<file path="src/rtl/linear_coef_sequencer.sv">
// Double-banked coefficient store with a calibration sequencer: software fills a shadow bank,
// and a commit copies it atomically into the active bank between frames, then restarts calibration.
module linear_coef_sequencer #(
  parameter int DSIZE   = 12,
  parameter int NPTS    = 17,
  parameter int TIMEOUT = 64
) (
  input  logic                    clock,
  input  logic                    rst,
  input  logic                    cfg_wr,
  input  logic [4:0]              cfg_addr,
  input  logic [DSIZE-1:0]        cfg_wdata,
  input  logic                    cfg_commit,
  input  logic                    frame_active,
  output logic                    cal_begin,
  input  logic                    cal_valid,
  output logic [NPTS*DSIZE-1:0]   coef_bus,
  output logic                    lt_enable,
  output logic                    busy,
  output logic                    err,
  output logic                    cfg_err
);

  localparam int CW = (TIMEOUT > 1) ? $clog2(TIMEOUT) : 1;

  typedef enum logic [2:0] {ST_START, ST_WAIT, ST_RUN, ST_COPY, ST_ERR} state_t;

  state_t           state_r, nxt_s;
  logic [CW-1:0]    cnt_r;
  logic             pending_r;
  logic             addr_ok_s;
  logic [DSIZE-1:0] shadow_r [NPTS];
  logic [DSIZE-1:0] active_r [NPTS];

  function automatic logic [DSIZE-1:0] ramp_value(input int k);
    logic [63:0] v;
    v = 64'(k) << (DSIZE - 4);
    if (v > ((64'd1 << DSIZE) - 64'd1)) begin
      return {DSIZE{1'b1}};
    end else begin
      return v[DSIZE-1:0];
    end
  endfunction

  assign addr_ok_s = (32'(cfg_addr) < NPTS);

  for (genvar k = 0; k < NPTS; k++) begin : g_bus
    assign coef_bus[k*DSIZE +: DSIZE] = active_r[k];
  end

  // Next-state logic; cal_valid only matters while waiting.
  always_comb begin
    nxt_s = state_r;
    case (state_r)
      ST_START: nxt_s = ST_WAIT;
      ST_WAIT: begin
        if (cal_valid) begin
          nxt_s = ST_RUN;
        end else if (cnt_r == CW'(TIMEOUT - 1)) begin
          nxt_s = ST_ERR;
        end else begin
          nxt_s = ST_WAIT;
        end
      end
      ST_RUN: begin
        if ((pending_r || cfg_commit) && !frame_active) begin
          nxt_s = ST_COPY;
        end else begin
          nxt_s = ST_RUN;
        end
      end
      ST_COPY: nxt_s = ST_START;
      ST_ERR: begin
        if (cfg_commit) begin
          nxt_s = ST_COPY;
        end else begin
          nxt_s = ST_ERR;
        end
      end
      default: nxt_s = ST_START;
    endcase
  end

  // Timeout counter restarts from zero on every WAIT entry.
  always_ff @(posedge clock) begin
    if (rst) begin
      cnt_r <= '0;
    end else if (state_r == ST_WAIT && nxt_s == ST_WAIT) begin
      cnt_r <= cnt_r + CW'(1);
    end else begin
      cnt_r <= '0;
    end
  end

  // Commits seen before or during RUN are remembered until the next copy.
  always_ff @(posedge clock) begin
    if (rst) begin
      pending_r <= 1'b0;
    end else if (state_r == ST_COPY) begin
      pending_r <= 1'b0;
    end else if (cfg_commit && (state_r == ST_START || state_r == ST_WAIT || state_r == ST_RUN)) begin
      pending_r <= 1'b1;
    end
  end

  // State, banks and registered outputs. Reset parks the FSM in COPY with outputs forced low,
  // so the first edge after release performs a harmless identity copy and lands in START.
  always_ff @(posedge clock) begin
    if (rst) begin
      state_r   <= ST_COPY;
      cal_begin <= 1'b0;
      lt_enable <= 1'b0;
      busy      <= 1'b0;
      err       <= 1'b0;
      cfg_err   <= 1'b0;
      for (int k = 0; k < NPTS; k++) begin
        shadow_r[k] <= ramp_value(k);
        active_r[k] <= ramp_value(k);
      end
    end else begin
      state_r   <= nxt_s;
      cal_begin <= (nxt_s == ST_START);
      lt_enable <= (nxt_s == ST_RUN);
      busy      <= (nxt_s == ST_COPY) || (nxt_s == ST_START) || (nxt_s == ST_WAIT);
      err       <= (nxt_s == ST_ERR);
      cfg_err   <= cfg_wr && !addr_ok_s;
      if (cfg_wr && addr_ok_s) begin
        shadow_r[cfg_addr] <= cfg_wdata;
      end
      if (state_r == ST_COPY) begin
        for (int k = 0; k < NPTS; k++) begin
          active_r[k] <= shadow_r[k];
        end
      end
    end
  end

endmodule
</file>
<file path="config.mk">
export PLATFORM = sky130hd
export DESIGN_NAME = linear_coef_sequencer
export DESIGN_NICKNAME = d
export VERILOG_FILES = /design/src/rtl/linear_coef_sequencer.sv
export SDC_FILE = /design/constraint.sdc
export NUM_CORES = 1
export LEC_CHECK = 0
export ABC_CLOCK_PERIOD_IN_PS = 6900
export CAP_MARGIN = 20
export CELL_PAD_IN_SITES_DETAIL_PLACEMENT = 1
export CELL_PAD_IN_SITES_GLOBAL_PLACEMENT = 1
export CORE_ASPECT_RATIO = 1.4
export CORE_MARGIN = 1.5
export CORE_UTILIZATION = 41
export CTS_CLUSTER_SIZE = 25
export DETAILED_ROUTE_END_ITERATION = 10
export PLACE_DENSITY_LB_ADDON = 0.15
export SLEW_MARGIN = 0
export SYNTH_ARGS = -nofsm -noshare
export SYNTH_HDL_FRONTEND = slang
export SYNTH_SLANG_ARGS = --single-unit
export TNS_END_PERCENT = 5
</file>
<file path="constraint.sdc">
create_clock -name clock -period 6.9 [get_ports clock]
set_input_delay 1.38 -clock clock [delete_from_list [all_inputs] [get_ports clock]]
set_output_delay 1.38 -clock clock [all_outputs]
set_load 0.02 [all_outputs]
</file>
==> results of run 1 <==
-- through the flow --
| stage | total power, W | hold WS (ps) | worst slack (ps) | area [µm²] |
|---|---|---|---|---|
| after floorplan | 0.00352 | 418 | 2170 | 15900 |
| after global placement | 0.00390 | 428 | 2810 | 18800 |
| after detailed placement | 0.00392 | 438 | 2720 | 18800 |
| after CTS | 0.00614 | 450 | 3290 | 20100 |
| after global routing | 0.00626 | 465 | 3130 | 20100 |
| final | 0.00606 | 444 | 3290 | 20100 |
-- report_power, final --
group | switching (W) | internal (W) | leakage, nW
registers | 0.0000795 | 0.00306 | 4.20
clock network | 0.000930 | 0.00128 | 0.640
logic | 0.000416 | 0.000293 | 2.21
total | 0.00143 | 0.00464 | 7.06
-- sequential cells by signal, indices dropped and copies added, names as in the netlist, 3 cells and up --
signal    count
active_r    204
cnt_r         6
shadow_r    204
state_r       3
-- metal layers --
metal	track usage (%)	vias to the layer above	routed length, µm
li1	-	3948	-
met1	23.5	4274	15200
met2	32.6	256	19000
met3	4.23	71	2350
met4	7.29	0	1240
met5	0	-	0
-- path summary, 6_finish.rpt --
check                                   end                   from  slack (ps)  cells after the start
max            shadow_r[1][4]$_SDFFCE_PN0P_                 cfg_wr        3290                      5
min                     cnt_r[0]$_SDFF_PP0_    cnt_r[0]$_SDFF_PP0_         440                      1
max reg2reg  active_r[0][125]$_SDFFCE_PN0P_  state_r[1]$_SDFF_PP1_        4070                      4
min reg2reg             cnt_r[0]$_SDFF_PP0_    cnt_r[0]$_SDFF_PP0_         440                      1
-- cells in the final DEF (no fill, tap or decap), types with 2 or more instances in the layout --
cell / netlist / layout
sky130_fd_sc_hd__a21oi_1: 2 / 2
sky130_fd_sc_hd__and2_1: 321 / 321
sky130_fd_sc_hd__and3b_1: 3 / 3
sky130_fd_sc_hd__buf_4: 1 / 12
sky130_fd_sc_hd__buf_8: 0 / 2
sky130_fd_sc_hd__bufinv_16: 0 / 4
sky130_fd_sc_hd__clkbuf_1: 39 / 7
sky130_fd_sc_hd__clkbuf_16: 0 / 43
sky130_fd_sc_hd__clkdlybuf4s50_1: 0 / 230
sky130_fd_sc_hd__clkinv_1: 0 / 13
sky130_fd_sc_hd__clkinv_2: 0 / 4
sky130_fd_sc_hd__dfxtp_1: 15 / 15
sky130_fd_sc_hd__edfxtp_1: 408 / 408
sky130_fd_sc_hd__inv_1: 3 / 3
sky130_fd_sc_hd__nand2_1: 7 / 7
sky130_fd_sc_hd__nand2b_1: 17 / 16
sky130_fd_sc_hd__nand3_1: 2 / 2
sky130_fd_sc_hd__nand3_2: 2 / 2
sky130_fd_sc_hd__nand3b_1: 3 / 3
sky130_fd_sc_hd__nor2_1: 25 / 25
sky130_fd_sc_hd__nor2_2: 2 / 2
sky130_fd_sc_hd__nor3_1: 6 / 6
sky130_fd_sc_hd__o21ai_0: 2 / 2
sky130_fd_sc_hd__o21bai_1: 2 / 2
sky130_fd_sc_hd__or2_2: 17 / 17
sky130_fd_sc_hd__or3_1: 77 / 77
sky130_fd_sc_hd__xnor2_1: 2 / 2
sky130_fd_sc_hd__xor2_1: 2 / 2
-- cells in the mapped netlist, types with 3 or more instances --
cell type                  number
sky130_fd_sc_hd__nand2b_1      17
sky130_fd_sc_hd__or3_1         77
sky130_fd_sc_hd__nand2_1        7
sky130_fd_sc_hd__nor2_1        25
sky130_fd_sc_hd__or2_2         17
sky130_fd_sc_hd__inv_1          3
sky130_fd_sc_hd__nand3b_1       3
sky130_fd_sc_hd__and3b_1        3
sky130_fd_sc_hd__dfxtp_1       15
sky130_fd_sc_hd__nor3_1         6
sky130_fd_sc_hd__edfxtp_1     408
sky130_fd_sc_hd__and2_1       321
sky130_fd_sc_hd__buf_2         13
sky130_fd_sc_hd__clkbuf_1      39
sky130_fd_sc_hd__clkbuf_2       7
-- kinds of logic (layout without fill, tap and decap cells) --
| group | after synthesis | in the layout | share of synthesized area, % |
|---|---|---|---|
| AOI/OAI and AO/OA | 10 | 10 | 0.542 |
| xor gates and xnor gates | 4 | 4 | 0.220 |
| adders and majority gates | 1 | 1 | 0.0785 |
| buffers and inverters | 63 | 324 | 1.66 |
| DFF | 423 | 423 | 78.7 |
| other | 0 | 1 | 0 |
| and+or+nand+nor | 487 | 487 | 18.8 |
-- final cells by class --
cell class	instances	area [µm²]	share of cell area (%)
multi-input cells	502	3130	15.5
repair buffers	247	2470	12.3
clock buffers	50	1100	5.47
clock inverters	24	214	1.06
diodes	1	2.50	0.0124
flip-flops and latches	423	12600	62.3
inverters	3	11.3	0.0559
well taps	522	653	3.24
-- critical path, cell delays in order --
cell and delay (ps):
sky130_fd_sc_hd__clkdlybuf4s50_1 570, sky130_fd_sc_hd__nor2b_4 250, sky130_fd_sc_hd__nand3b_1 570, sky130_fd_sc_hd__nor2_1 660, sky130_fd_sc_hd__or2_2 380
==> out/summary.log, run 1 <==
[status] status finished, final reports clean
[cells_and_area] layout cell share with drive strength beyond 1 7.77%
[yosys] number of distinct standard cells referenced by the synthesized netlist 34
[place] Final HPWL DP 24000 µm
[grt] global-route wire length before repair 55700 µm
[grt] remaining global-route overflow 0
[grt] via count of the first global-routing pass 8877
[grt] GR Util All Layers 19.1%
[die] initial cell density of the core 41.5%
[place] placed instance count 1697
[route] Total Wirelength 37800 µm
[route] number of design-rule violations left by the first detailed-router iteration 501
[yosys] fraction of post-synthesis cell area in the top cell type by area 76.9%
[yosys] Seq cells post-synth 423
[cells_and_area] Final #Nets 1242
[worst_setup_path] worst-path maximum fanout 12
[worst_setup_path] Worst setup SP type input port
[timing] setup tns final 0 ps
[yosys] Ys Warns 0
[timing] unrepaired setup endpoints after global routing no
[worst_hold_path] Min-Delay Path Class flop to flop
[worst_setup_path] data arrival time of the critical path 3820 ps
[die] die area 40100 µm²
[timing] Highest Clock Rate 0.277 GHz
[die] Die W 170 µm
[clock_network] number of buffers inserted by hold repair at cts 0
[route] routed length per placed instance 21.3 µm
[power_and_ir_drop] Cell Pwr Density 301 nW/µm²
[die] core footprint 38400 µm²
[clock_network] cells resized by post-CTS repair 0
[yosys] count of mapped cells out of synthesis 988
[place] count of buffers from port buffering 231
[yosys] register area share after synthesis 78.7%
[clock_network] worst-case clock buffer depth 3
[cells_and_area] area growth from synthesis to final layout 26.3%
[clock_network] H-tree levels 2
[timing] Least-Margin Pin Slew 1130 ps
[yosys] number of flops mapped to enable cells by yosys 408
[clock_network] Clock Sink Count 423
[yosys] biggest area consumer among synthesized cells sky130_fd_sc_hd__edfxtp_1
[cells_and_area] # fillers 3631
[worst_setup_path] data required time of the critical path 7110 ps
[worst_setup_path] CP Capture Type flop
[timing] fin crit period 3610 ps
[yosys] top flip-flop cell by instance count after synthesis sky130_fd_sc_hd__edfxtp_1
[route] routed vias 8549
[grt] antenna violations before repair 2
[timing] share of the clock period used by the worst path after layout 52.3%
[route] number of design rule violations left after detail routing 0
[timing] final-report max-slew violation count 0
[worst_setup_path] critical setup path kind input port to flop
[yosys] top post-synthesis cells by area sky130_fd_sc_hd__edfxtp_1 (77%), sky130_fd_sc_hd__and2_1 (13%), sky130_fd_sc_hd__or3_1 (3.0%)
[clock_network] post-CTS setup buffer count 0
[flow_run] number of maximum-capacitance violations 0
[timing] Final setup viols 0
[cells_and_area] Non-Filler Instances 1772
[clock_network] CTS tree built
[die] total I/O pin count 232
[die] floorplan die height 236 µm
[route] number of iterations in the first detailed-routing pass 4
[grt] pin count of the biggest net entering global routing 164
[route] mean number of vias per cell 4.82
[yosys] synthesized area 15900 µm²
[power_and_ir_drop] static power due to leakage 7.06 nW
[route] remaining number of nets flagged by the antenna check after routing 0
[place] Final Wtd Congestion 0.734
[clock_network] clock tree root driver cell sky130_fd_sc_hd__clkbuf_16
[timing] worst clock skew 19.3 ps
[timing] hold violation total from the final report 0
[cells_and_area] post-layout util 52.5%
[die] floorplan row count 85
[clock_network] later-pin clock latency in the skew report 540 ps
[yosys] mean instance size in the synthesized netlist 16.1 µm²
[clock_network] number of buffers added by the clock tree synthesis step 41
[clock_network] clock slew at the register clock pins of the worst setup and hold paths 60 ps
[power_and_ir_drop] worst ir drop on vdd 0.000211 V
[yosys] proportion of synthesized flip-flops having asynchronous set or reset 0%
[timing] worst relative slew slack 24.6%
[yosys] post-synth net total 1012
Note: power is estimated with default switching activity, not from simulation.
==> run 2: changes to the inputs <==
ABC_CLOCK_PERIOD_IN_PS = 2900   (was 6900)
clock period = 2.9 ns   (was 6.9 ns; I/O delays follow)
==> out/summary.log, run 2 (same netlist as run 1, synthesis figures left out) <==
[route] routed length per placed instance 21.0 µm [-1.5%]
[flow_run] number of maximum-capacitance violations 0 [unchanged]
[cells_and_area] Storage cell area 12600 µm² [unchanged]
[route] number of iterations in the first detailed-routing pass 7 [+3]
[worst_setup_path] Worst setup SP type flop
[timing] share of the clock period used by the worst path after layout 74.0%
[place] Final Wtd Congestion 0.753 [+2.6%]
[worst_setup_path] CP Capture Type primary output
[worst_hold_path] Min-Delay Path Class flop to flop
[power_and_ir_drop] Cell Pwr Density 696 nW/µm² [+130%]
[worst_setup_path] delay of the slowest critical-path stage 630 ps [-30 ps]
[cells_and_area] commonest cells after routing, fill and taps aside sky130_fd_sc_hd__edfxtp_1 (408), sky130_fd_sc_hd__and2_1 (321), sky130_fd_sc_hd__clkdlybuf4s50_1 (230)
[worst_setup_path] r2r setup slk 880 ps [-3190 ps]
[timing] setup tns final 0 ps [unchanged]
[worst_setup_path] worst path cell trace clkdlybuf4s50_1
[place] count of buffers from port buffering 231 [unchanged]
[worst_setup_path] data arrival time of the critical path 1570 ps [-2250 ps]
[timing] hold violation total from the final report 0 [unchanged]
[clock_network] Clock Sink Count 423 [unchanged]
[cells_and_area] # fillers 3673 [+1.2%]
[cells_and_area] layout cell share with drive strength beyond 1 9.41% [+1.6 points]
[route] Total Wirelength 37700 µm [about the same]
[timing] Least-Margin Pin Slew 693 ps [-438 ps]
[clock_network] number of buffers inserted by hold repair at cts 0 [unchanged]
[power_and_ir_drop] worst ir drop on vdd 0.000405 V [+92%]
[worst_setup_path] sum of buffers and inverters on the critical path 1 [unchanged]
[clock_network] number of buffers added by the clock tree synthesis step 40 [-2.4%]
[die] total I/O pin count 232 [unchanged]
[status] status finished, final reports clean
[route] remaining number of nets flagged by the antenna check after routing 0 [unchanged]
[cells_and_area] area growth from synthesis to final layout 27.2%
[clock_network] clock tree root driver cell sky130_fd_sc_hd__clkbuf_16
[grt] antenna violations before repair 6 [+4]
[grt] GR Util All Layers 19.0% [-0.095 points]
[timing] Hold Worst Slack 474 ps [+30.1 ps]
[timing] Highest Clock Rate 0.466 GHz
[clock_network] post-CTS setup buffer count 0 [unchanged]
[power_and_ir_drop] static power due to leakage 7.16 nW [+1.5%]
[cells_and_area] Antenna Diode Count 0 [-1]
[worst_setup_path] worst-path maximum fanout 1 [-11]
[cells_and_area] largest registers ranked by flip-flop count active_r x204, shadow_r x204, cnt_r x6
[timing] worst clock skew 14.5 ps [-4.75 ps]
[clock_network] worst-case clock buffer depth 3 [unchanged]
[worst_setup_path] data required time of the critical path 2320 ps [-4790 ps]
[timing] worst relative slew slack 53.1% [+28 points]
[route] number of design rule violations left after detail routing 0 [unchanged]
[route] number of design-rule violations left by the first detailed-router iteration 582 [+16%]
[place] placed instance count 1725 [+1.6%]
[die] core footprint 38400 µm² [unchanged]
[clock_network] CTS tree built
[timing] Final setup viols 0 [unchanged]
[timing] fin crit period 2150 ps
[power_and_ir_drop] Total Power 0.0141 W [+130%]
[die] floorplan row count 85 [unchanged]
[clock_network] cells resized by post-CTS repair 0 [unchanged]
[worst_setup_path] cell class contributing the biggest share of worst-path delay buffers and inverters
[cells_and_area] Final #Nets 1269 [+2.2%]
[worst_setup_path] critical setup path kind flop to primary output
[route] mean number of vias per cell 4.83 [about the same]
[timing] unrepaired setup endpoints after global routing no
[die] Die W 170 µm [unchanged]
[place] Final HPWL DP 24300 µm [+1.3%]
[clock_network] H-tree levels 2 [unchanged]
[route] routed vias 8675 [+1.5%]
[grt] global-route wire length before repair 55700 µm [unchanged]
[grt] pin count of the biggest net entering global routing 89 [-46%]
[die] floorplan die height 236 µm [unchanged]
[cells_and_area] most frequent standard cell in the layout excluding fill and tap cells sky130_fd_sc_hd__edfxtp_1
[worst_setup_path] CP max-delay cell sky130_fd_sc_hd__clkdlybuf4s50_1
[clock_network] later-pin clock latency in the skew report 540 ps [about the same]
[die] die area 40100 µm² [unchanged]
[timing] final-report max-slew violation count 0 [unchanged]
[cells_and_area] Non-Filler Instances 1797 [+1.4%]
[die] initial cell density of the core 41.5% [unchanged]
[clock_network] clock slew at the register clock pins of the worst setup and hold paths 60 ps [about the same]
[grt] remaining global-route overflow 0 [unchanged]
[grt] via count of the first global-routing pass 9015 [+1.6%]
[cells_and_area] area of the multi-input gates 3130 µm² [unchanged]
run 2: changes by cell type in the layout (fill, tap and decap cells not counted), sizes merged:
cell      before  now
buf           17   45
diode          1    0
inv            4    3
clkbuf        50   54
clkinv        18   16
clkinvlp       1    0
bufinv         4    2
run 2: power by group:
group	switching [W]	total [W]	leakage [nW]	internal (W)
Sequential	0.000178	0.00745	4.20	0.00727
Combinational	0.00100	0.00173	2.37	0.000731
Clock	0.00216	0.00493	0.588	0.00278
run 2: metal layers:
layer | share of wire [%] | global-route usage [%] | vias to the layer above
met3 | 5.8 | 4.40 | 51
met4 | 1.5 | 4.85 | 8
li1 | - | - | 3993
met5 | 0.10 | 0 | -
met2 | 52 | 33.3 | 233
met1 | 41 | 23.5 | 4390
run 2: path summary, 6_finish.rpt:
check,startpoint,to,depth (start not counted)
worst min-delay path,cnt_r[0]$_SDFF_PP0_,cnt_r[0]$_SDFF_PP0_,1
worst max register to register,state_r[1]$_SDFF_PP1_,active_r[0][128]$_SDFFCE_PN0P_,4
worst max-delay path,active_r[0][177]$_SDFFCE_PN1P_,coef_bus[177],1
worst min register to register,cnt_r[0]$_SDFF_PP0_,cnt_r[0]$_SDFF_PP0_,1
run 2: area by class of cell:
class                           instances  area share, %
Tap cell                              522           3.22
Multi-Input combinational cell        502           15.4
Timing Repair Buffer                  275           13.4
Inverter                                3         0.0555
Clock buffer                           54           5.30
Clock inverter                         18          0.629
Sequential cell                       423           61.9
run 2: per-stage QoR:
| stage | instance area (µm²) | setup slack [ps] | utilization [%] |
|---|---|---|---|
| after floorplan | 15900 | 160 | - |
| after global placement | 19100 | 354 | 49.7 |
| after detailed placement | 19100 | 345 | 49.7 |
| after CTS | 20300 | 712 | 52.8 |
| after global routing | 20300 | 704 | 52.8 |
| final | 20300 | 753 | 52.8 |
==> run 3: changes to the inputs <==
ABC_CLOCK_PERIOD_IN_PS = 1700   (was 2900)
clock period = 1.7 ns   (was 2.9 ns; I/O delays follow)
==> out/summary.log, run 3 (same netlist as run 1, synthesis figures left out) <==
[grt] fraction of met3 tracks used by global routing 4.09% [-0.30 points]
[grt] met2 Usage GRT 35.2% [+1.9 points]
[worst_setup_path] delay of the slowest critical-path stage 430 ps [-200 ps]
[timing] final-report max-slew violation count 0 [unchanged]
[place] post-placement cell area 19700 µm² [+3.2%]
[worst_setup_path] data required time of the critical path 1360 ps [-960 ps]
[cells_and_area] area growth from synthesis to final layout 29.5%
[worst_setup_path] worst path cell trace dlygate4sd2_1
[status] status finished, final reports clean
[timing] worst setup margin 42.7 ps [-710 ps]
[timing] unrepaired setup endpoints after global routing no
[clock_network] number of buffers inserted by hold repair at cts 0 [unchanged]
[worst_setup_path] cell class contributing the biggest share of worst-path delay flip-flops
[timing] Highest Clock Rate 0.603 GHz
[timing] share of the clock period used by the worst path after layout 97.5%
[worst_setup_path] CP max-delay cell sky130_fd_sc_hd__edfxtp_1
[timing] worst clock skew 7.35 ps [-7.16 ps]
[route] number of design-rule violations left by the first detailed-router iteration 431 [-26%]
[place] worst slack, placed -582 ps [-927 ps]
[route] Total Wirelength 38400 µm [+1.8%]
[die] floorplan die height 236 µm [unchanged]
[cells_and_area] layout cell share with drive strength beyond 1 13.5% [+4.0 points]
[route] number of iterations in the first detailed-routing pass 4 [-3]
[place] Final Wtd Congestion 0.790 [+4.9%]
[timing] Final setup viols 0 [unchanged]
[worst_setup_path] critical setup path kind flop to primary output
[grt] remaining global-route overflow 0 [unchanged]
[grt] via count of the first global-routing pass 9356 [+3.8%]
[die] core footprint 38400 µm² [unchanged]
[route] routed length per placed instance 20.8 µm [-0.87%]
[route] remaining number of nets flagged by the antenna check after routing 0 [unchanged]
[cells_and_area] most frequent standard cell in the layout excluding fill and tap cells sky130_fd_sc_hd__edfxtp_1
[timing] hold violation total from the final report 0 [unchanged]
[route] number of design rule violations left after detail routing 0 [unchanged]
[power_and_ir_drop] static power due to leakage 7.94 nW [+11%]
[grt] antenna violations before repair 2 [-4]
[flow_run] number of maximum-capacitance violations 0 [unchanged]
[die] total I/O pin count 232 [unchanged]
[grt] global route hottest layer met2
[clock_network] number of buffers added by the clock tree synthesis step 40 [unchanged]
[timing] worst relative slew slack 66.6% [+14 points]
[cells_and_area] commonest cells after routing, fill and taps aside sky130_fd_sc_hd__edfxtp_1 (408), sky130_fd_sc_hd__and2_1 (321), sky130_fd_sc_hd__dlygate4sd2_1 (207)
[die] die area 40100 µm² [unchanged]
[worst_setup_path] data arrival time of the critical path 1320 ps [-250 ps]
[clock_network] worst-case clock buffer depth 3 [unchanged]
[worst_hold_path] Min-Delay Path Class input port to flop
[worst_hold_path] source of the worst hold timing path rst
[grt] met1 routing resource usage after global routing 23.0% [-0.54 points]
[place] Final HPWL DP 26000 µm [+7.3%]
[clock_network] H-tree levels 2 [unchanged]
[worst_setup_path] Worst setup SP type flop
[cells_and_area] post-layout util 53.8% [+0.94 points]
[power_and_ir_drop] worst ir drop on vdd 0.000736 V [+82%]
[clock_network] clock tree root driver cell sky130_fd_sc_hd__clkbuf_16
[worst_setup_path] CP Capture Type primary output
[die] floorplan row count 85 [unchanged]
[route] routed vias 8754 [+0.91%]
[worst_setup_path] launching instance or port of the critical path active_r[0][59]$_SDFFCE_PN0P_
[clock_network] clock slew at the register clock pins of the worst setup and hold paths 60 ps [about the same]
[cells_and_area] Final #Nets 1324 [+4.3%]
[power_and_ir_drop] Total Power 0.0238 W [+68%]
[die] initial cell density of the core 41.5% [unchanged]
[grt] pin count of the biggest net entering global routing 61 [-31%]
[grt] global-route wire length before repair 57500 µm [+3.2%]
[cells_and_area] post-route cell area 20600 µm² [+1.8%]
[worst_setup_path] startpoint of the lowest-slack register-to-register path cnt_r[0]$_SDFF_PP0_
[power_and_ir_drop] Cell Pwr Density 1150 nW/µm² [+66%]
[grt] GR Util All Layers 19.5% [+0.53 points]
[worst_setup_path] worst-path maximum fanout 1 [unchanged]
[die] Die W 170 µm [unchanged]
[worst_setup_path] sum of buffers and inverters on the critical path 1 [unchanged]
[clock_network] CTS tree built
[timing] fin crit period 1660 ps
[route] mean number of vias per cell 4.74 [-1.8%]
[place] count of buffers from port buffering 231 [unchanged]
[clock_network] Clock Sink Count 423 [unchanged]
[clock_network] later-pin clock latency in the skew report 540 ps [about the same]
[timing] Least-Margin Pin Slew 500 ps [-193 ps]
[cells_and_area] largest registers ranked by flip-flop count active_r x204, shadow_r x204, cnt_r x6
==> run 3: cell types whose count changed in the layout (fill, tap and decap cells not counted), sizes merged <==
cell / before / now
clkinv: 16 / 12
clkdlybuf4s15: 0 / 2
clkinvlp: 0 / 1
buf: 45 / 100
clkdlybuf4s50: 230 / 20
clkbuf: 54 / 50
dlymetal6s2s: 0 / 1
diode: 0 / 1
dlygate4sd2: 0 / 207
==> run 3: timing repair <==
item,CTS,global route
buffers inserted,0,0
endpoints found under the setup margin,221,112
resized for setup,212,9
==> run 3: cell type report <==
type                            instances  area (µm²)
Clock inverter                         15         116
Sequential cell                       423       12600
Inverter                                3        11.3
Fill cell                            3711       17800
Clock buffer                           50        1060
Tap cell                              522         653
Antenna cell                            1        2.50
Timing Repair Buffer                  330        3070
Multi-Input combinational cell        502        3170
==> run 3: routing by layer <==
metal / part of all wire (%) / wire length [µm]
met1: 39 / 15000
met2: 53 / 20200
met3: 5.5 / 2110
met4: 2.8 / 1060
met5: 0 / 0
==> run 3: worst paths after layout <==
check | endpoint | slack [ps] | cells after the start
setup / recovery | coef_bus[59] | 40 | 1
hold / removal | active_r[0][166]$_SDFFCE_PN1P_ | 220 | 2
setup reg to reg | cal_begin$_SDFF_PP0_ | 120 | 5
hold reg to reg | cnt_r[0]$_SDFF_PP0_ | 460 | 1
==> run 3: where the power goes <==
part	internal [W]	switching (W)	leakage (nW)	total, W
Sequential	0.0124	0.000274	4.20	0.0127
Clock	0.00468	0.00364	0.570	0.00832
Combinational	0.00103	0.00176	3.16	0.00279
Total	0.0181	0.00567	7.94	0.0238
==> run 3: per-stage QoR <==
stage	std cells	setup TNS [ps]	hold slack (ps)
6_report	1846	0	219
5_1_grt	1845	0	222
4_1_cts	1845	0	213
3_5_place_dp	1780	-158840	450
3_3_place_gp	1780	-144020	430
2_1_floorplan	988	-147290	418
